## src/rtl/ram_arbiter.sv

```systemverilog
// Arbitrates a fetch port and a load/store port onto one single-port RAM.
// Data wins contention until it has taken MAX_DATA_RUN grants in a row, then fetch gets one.
module ram_arbiter #(
   parameter int ADDR_WIDTH   = 32,
   parameter int DATA_WIDTH   = 32,
   parameter int MAX_DATA_RUN = 3
) (
   input  logic                  clk_i,
   input  logic                  rst_i,

   input  logic                  inst_req_i,
   input  logic [ADDR_WIDTH-1:0] inst_addr_i,
   output logic                  inst_gnt_o,
   output logic                  inst_rvalid_o,
   output logic [DATA_WIDTH-1:0] inst_rdata_o,

   input  logic                  data_req_i,
   input  logic                  data_we_i,
   input  logic [ADDR_WIDTH-1:0] data_addr_i,
   input  logic [DATA_WIDTH-1:0] data_wdata_i,
   output logic                  data_gnt_o,
   output logic                  data_rvalid_o,
   output logic [DATA_WIDTH-1:0] data_rdata_o,

   output logic                  ram_ce_o,
   output logic                  ram_we_o,
   output logic [ADDR_WIDTH-1:0] ram_addr_o,
   output logic [DATA_WIDTH-1:0] ram_wdata_o,
   input  logic [DATA_WIDTH-1:0] ram_rdata_i,

   output logic                  stallreq_o
);

   localparam int CNT_BITS = ($clog2(MAX_DATA_RUN + 1) < 2) ? 2 : $clog2(MAX_DATA_RUN + 1);
   localparam logic [CNT_BITS-1:0] RUN_MAX = CNT_BITS'(MAX_DATA_RUN);

   localparam logic [1:0] OWN_NONE = 2'd0;
   localparam logic [1:0] OWN_INST = 2'd1;
   localparam logic [1:0] OWN_DATA = 2'd2;

   logic [CNT_BITS-1:0]   run_cnt;
   logic [1:0]            resp_own;
   logic [DATA_WIDTH-1:0] inst_hold;
   logic [DATA_WIDTH-1:0] data_hold;
   logic                  run_full;
   logic                  inst_gnt;
   logic                  data_gnt;

   assign run_full = (run_cnt == RUN_MAX);

   always_comb begin
      inst_gnt = 1'b0;
      data_gnt = 1'b0;
      if (!rst_i) begin
         if (data_req_i && !(inst_req_i && run_full))
            data_gnt = 1'b1;
         else if (inst_req_i)
            inst_gnt = 1'b1;
      end
   end

   assign inst_gnt_o = inst_gnt;
   assign data_gnt_o = data_gnt;
   assign stallreq_o = !rst_i && ((inst_req_i && !inst_gnt) || (data_req_i && !data_gnt));

   always_comb begin
      ram_ce_o    = 1'b0;
      ram_we_o    = 1'b0;
      ram_addr_o  = '0;
      ram_wdata_o = '0;
      if (inst_gnt) begin
         ram_ce_o   = 1'b1;
         ram_addr_o = inst_addr_i;
      end else if (data_gnt) begin
         ram_ce_o    = 1'b1;
         ram_we_o    = data_we_i;
         ram_addr_o  = data_addr_i;
         ram_wdata_o = data_wdata_i;
      end
   end

   // The run only counts while fetch is actually waiting; any gap resets fairness.
   always_ff @(posedge clk_i) begin
      if (rst_i)
         run_cnt <= '0;
      else if (!inst_req_i || inst_gnt)
         run_cnt <= '0;
      else if (data_gnt && !run_full)
         run_cnt <= run_cnt + 1'b1;
   end

   always_ff @(posedge clk_i) begin
      if (rst_i)
         resp_own <= OWN_NONE;
      else if (inst_gnt)
         resp_own <= OWN_INST;
      else if (data_gnt && !data_we_i)
         resp_own <= OWN_DATA;
      else
         resp_own <= OWN_NONE;
   end

   // A reset landing on the response cycle swallows that response.
   assign inst_rvalid_o = (resp_own == OWN_INST) && !rst_i;
   assign data_rvalid_o = (resp_own == OWN_DATA) && !rst_i;

   always_ff @(posedge clk_i) begin
      if (rst_i) begin
         inst_hold <= '0;
         data_hold <= '0;
      end else begin
         if (inst_rvalid_o) inst_hold <= ram_rdata_i;
         if (data_rvalid_o) data_hold <= ram_rdata_i;
      end
   end

   // RAM data is forwarded straight through on the response cycle, then held.
   always_comb begin
      inst_rdata_o = inst_hold;
      data_rdata_o = data_hold;
      if (rst_i) begin
         inst_rdata_o = '0;
         data_rdata_o = '0;
      end else begin
         if (inst_rvalid_o) inst_rdata_o = ram_rdata_i;
         if (data_rvalid_o) data_rdata_o = ram_rdata_i;
      end
   end

endmodule

```

## config.mk

```make
export PLATFORM = sky130hd
export DESIGN_NAME = ram_arbiter
export DESIGN_NICKNAME = d
export VERILOG_FILES = /design/src/rtl/ram_arbiter.sv
export SDC_FILE = /design/constraint.sdc
export NUM_CORES = 1
export LEC_CHECK = 0
export CAP_MARGIN = 15
export CORE_AREA = 2 2 105 107
export CTS_CLUSTER_DIAMETER = 200
export DETAILED_ROUTE_END_ITERATION = 10
export DIE_AREA = 0 0 107 109
export GPL_TIMING_DRIVEN = 1
export HOLD_SLACK_MARGIN = 0.06
export PLACE_DENSITY = 0.76
export SLEW_MARGIN = 30
export SYNTH_ARGS = -nofsm -noshare
export SYNTH_HDL_FRONTEND = slang
export SYNTH_SLANG_ARGS = --single-unit
export TNS_END_PERCENT = 50
```

## constraint.sdc

```tcl
create_clock -name clk_i -period 1.6 [get_ports clk_i]
set_input_delay 0.32 -clock clk_i [delete_from_list [all_inputs] [get_ports clk_i]]
set_output_delay 0.32 -clock clk_i [all_outputs]
set_load 0.02 [all_outputs]
```

## Word-level counts from Yosys, hierarchy flattened

Index checks and enable logic that the tools add are counted.

- Bits in registers: 68
- Bits in latches: 0
- RAM bits: 0
- Memory bits (read-only): 0
- Bits of input ports: 133
- Output and inout bits: 135
- Word-level logic and storage cells: 48
- Memories kept: 0

- Add/sub/neg operators: 1
- Multiply operators: 0
- Div/mod/pow operators: 0
- Magnitude comparators: 0
- Equality and inequality tests: 3
- Shift operators: 0
- Muxes and demuxes: 19
- Bitwise logic cells: 0
- Reduce and logical (&&, ||, !) cells: 20

Operator list:

| kind | number |
|---|---|
| 32-bit 2-to-1 mux | 8 |
| 1-bit 2-to-1 mux | 10 |
| 1-bit logical AND | 9 |
| 1-bit zero test | 7 |
| 2-bit equality test, second input constant | 2 |
| 2-bit OR reduction | 2 |
| 2-bit by 1-bit adder with 2-bit output, second input constant | 1 |
| 2-bit by 1-bit equality test with 1-bit output, second input constant | 1 |
| 1-bit logical OR | 2 |
| 2-bit 2-to-1 mux | 1 |

## Depth between registers and ports, before layout

- Word-level depth: 10
- Depth in mapped cells: 6
- Mapped depth without buffers: 4

## Least setup slack after synthesis

OpenSTA, ideal clock, no wires.

- Path type: register -> output
- From: register run_cnt[0]
- To: output port ram_wdata_o[13]
- Data arrival time: 1323 ps
- Data required time: 1280 ps
- Path slack: -43 ps
- Cell stages (with the launch flop): 6
- Buffers on the path: 1
- Cell sequence: dfxtp_1 -> ha_1 -> a21boi_2 -> and2b_4 -> buf_6 -> and2_1

- Longest elaborated chain between the ends: 8
- Elaborated cells on any way between the ends: 10
- Classes of those cells: 1 x eq/ne; 6 x mux; 3 x reduce/logical

Ends and longest elaborated chain:

| what | line | RTL |
|---|---|---|
| start: declaration | 41 | `logic [CNT_BITS-1:0] run_cnt;` |
| start signal: assignment | 89 | `run_cnt <= run_cnt + 1'b1;` |
| 2-bit equality test | 49 | `assign run_full = (run_cnt == RUN_MAX);` |
| 1-bit logical AND | 55 | `if (data_req_i && !(inst_req_i && run_full))` |
| 1-bit zero test | 55 |  |
| 1-bit logical AND | 55 |  |
| 1-bit 2-to-1 mux | 55 |  |
| 1-bit 2-to-1 mux | 54 | `if (!rst_i) begin` |
| named net data_gnt_o | 21 | `output logic data_gnt_o,` |
| 32-bit 2-to-1 mux | 74 | `end else if (data_gnt) begin` |
| 32-bit 2-to-1 mux | 71 | `if (inst_gnt) begin` |
| end: declaration | 28 | `output logic [DATA_WIDTH-1:0] ram_wdata_o,` |

The timed path passes the listed nets, and every way through them passes these cells.

## Final worst setup path

- From: register run_cnt[0]
- To: output port ram_wdata_o[10]

- Longest elaborated chain between the ends: 8
- Elaborated cells on any way between the ends: 10
- Classes of those cells: 1 x eq/ne; 6 x mux; 3 x reduce/logical

Ends and longest elaborated chain:

| what | line |
|---|---|
| 2-bit equality test * | 49 |
| 1-bit logical AND * | 55 |
| 1-bit zero test * | 55 |
| 1-bit logical AND * | 55 |
| 1-bit 2-to-1 mux | 55 |
| 1-bit 2-to-1 mux | 54 |
| 32-bit 2-to-1 mux | 74 |
| 32-bit 2-to-1 mux * | 71 |

Mark *: on every way between the ends. The rest lies on a longest branch, timed or not.

==> flow_summary.ini <==
[critical_path]
cpMostUsedCell = buf_6
start_kind = flip-flop
crit_path_end_kind = output pin
critPathBufInv = 5
critical-path-top-delay-family = buffers and inverters
cpPeakStageDelay_ns = 0.33
crit_arrival_ns = 1.86
cp_max_fo = 5
slowest_stage = dfxtp_2
critPathKind = flip-flop to output pin
rrSetupSlack_ns = 0
cp_cell_sequence = ha_4 > a21boi_4 > buf_6 > and2b_2 > buf_6 > buf_6 > buf_6 > and2_4 > buf_6
required_ns = 1.28

[worst_hold_path]
min_path_type = input pin to flip-flop

[clocking]
cts_buffer_depth = 2
cts_buffers = 9
clk_pin_slew_ns = 0.07
cts.sinks = 68
cts_hold_buf = 0
cts-root-buf = clkbuf_8
h-tree-depth = 3
insertion_delay_ns = 0.34
cts_tree = done

[finish]
areaGrowthSynthToFinish_pct = 140
final_net_count = 863
final_cell_mix = clkdlybuf4s50_1 (129), buf_6 (110), nand2_1 (106), buf_4 (78), dfxtp_1 (64)
fillers = 772
final_common_cell = clkdlybuf4s50_1
layout-drive-gt1-share = 0.514
fin_cells = 872
final_util = 0.703
diodes = 0

[sta]
drv_slew = 0
max_freq_ghz = 0.458
layout_setup_ws_ns = -0.582
min_period_over_period = 1.36
max-slew-margin-rel = 0.691
worstMarginPinSlew_ns = 0.464
hold_ws_ns = 0.379
fin_worst_skew_ns = 0.00826
fin_crit_ns = 2.18
hold_viol_final = 0
rsz0062_at_grt = true
finalSetupViolCount = 131

[floorplan]
start_util = 0.293
die_w_um = 107
die_area_um2 = 11700
dieHeight_um = 109
fp-row-count = 38
core_area_um2 = 10600
io_pins = 268

[drt]
drtAntennaViolNets = 0
wl_per_cell_um = 18.3
vias = 4281
drc = 0
dr.pass1.iters = 4
wl_um = 15900
via_per_inst = 4.91
drt_iter0_drc = 243

[job]
maxCapViolations = 0

[synthesis]
syn-num-nets = 552
ys.flop_type = dfxtp_1
ys_seq_area_frac = 0.438
synth-edff-count = 0
ys_ff_latch = 68
synthArstFlopShare = 0
synth-compound-area-share = 0.197
synth_xor_area_frac = 0
synthesis.area_um2 = 3110
synth_top_family_by_area = simple AND/OR/NAND/NOR gates
synthDistinctLibCells = 17
syn_inst = 418
synthSimpleGateAreaFrac = 0.294
muxShareOfSynthArea = 0
synth_fa_ha_area_frac = 0.00402
syn_area_per_cell_um2 = 7.44
yosysWarnings = 0

[grt]
grt_pass1_vias = 4048
grt-ovfl-total = 0
grt_pass1_wl_um = 20700
grt_usage = 0.228
antenna_found_initial = 0
grt_max_degree = 38

[power_and_ir_drop]
leakage_nw = 3.02
powerDensity_nw_per_um2 = 625
power_w = 0.00466
peakVddDrop_v = 0.000389

[placed_design]
routabilityCongestion = 0.877
placedCellCount = 810
dpl.hpwl_um = 10000
io_buffers = 267

[run_status]
status = finished, violations left
violations = setup timing
layout make-up:
cell class,count,area (um^2),share of cell area
timing repair buffer,339,3540,0.475
multi-input combinational,311,2170,0.292
sequential,68,1370,0.184
tap,140,175,0.0235
clock buffer,12,155,0.0208
clock inverter,2,35.0,0.00470
power by group:
part	total (W)	internal (W)	switching, W
registers	0.00177	0.00175	0.0000200
logic	0.00150	0.000817	0.000681
clock network	0.00140	0.000786	0.000610
per-layer routing:
metal  global-route usage  vias to the layer above  routed length [um]
met4               0.0816                        0                 432
li1                     -                     2020                   -
met2                0.411                      206                8450
met1                0.257                     2018                5860
met5                    0                        -                   0
met3               0.0652                       37                1190
stage by stage:
step,TNS (ns),setup WS (ns),cell area [um^2]
after floorplan,-0.266,-0.0283,3170
after global placement,-80.44,-0.956,6110
after detailed placement,-84.87,-0.976,6110
after CTS,-75.30,-0.787,6570
after global routing,-59.36,-0.651,7460
final,-48.56,-0.582,7460
Yosys cell counts (2+ instances only):
library cell / instances / area [um^2]
nand2_1: 129 / 484
dfxtp_1: 68 / 1360
a21oi_1: 64 / 320
nor2_1: 38 / 143
and2_1: 34 / 213
a32oi_1: 32 / 280
buf_2: 27 / 135
clkbuf_1: 9 / 33.8
nor2b_1: 4 / 25.0
buf_6: 3 / 33.8
nand2b_1: 3 / 18.8
buf_1: 2 / 7.51
state kept, by name, summed over array words and instances (netlist names):
name       flops
run_cnt        2
data_hold     32
inst_hold     32
resp_own       2
tightest hold or removal path: cells and delay by family:
| family | cells | cell delay [ns] |
|---|---|---|
| buffers and inverters | 2 | 0.29 |
| AO/OA/AOI/OAI | 1 | 0.05 |
cells by family after synthesis:
kind of cell | Yosys count
AND/OR/NAND/NOR | 211
AO/OA/AOI/OAI | 97
flip-flops | 68
buffers and inverters | 41
adder cells (fa/ha/maj) | 1
final timing paths:
path | from | cells after the start | to
max | run_cnt[0] | 9 | ram_wdata_o[10]
min reg2reg | run_cnt[0] | 1 | run_cnt[0]
min | rst_i | 3 | data_hold[30]
max reg2reg | run_cnt[1] | 9 | resp_own[1]
repair_timing:
| action | 4_1_cts | 5_1_grt |
|---|---|---|
| cloned | 3 | 9 |
| gates resized for setup | 397 | 488 |
| buffers inserted | 19 | 21 |
| pin swaps | 6 | 39 |
| setup endpoints to repair | 135 | 136 |
| hold endpoints to repair | 0 | 0 |
No activity file was read; power rests on OpenSTA's default activity.
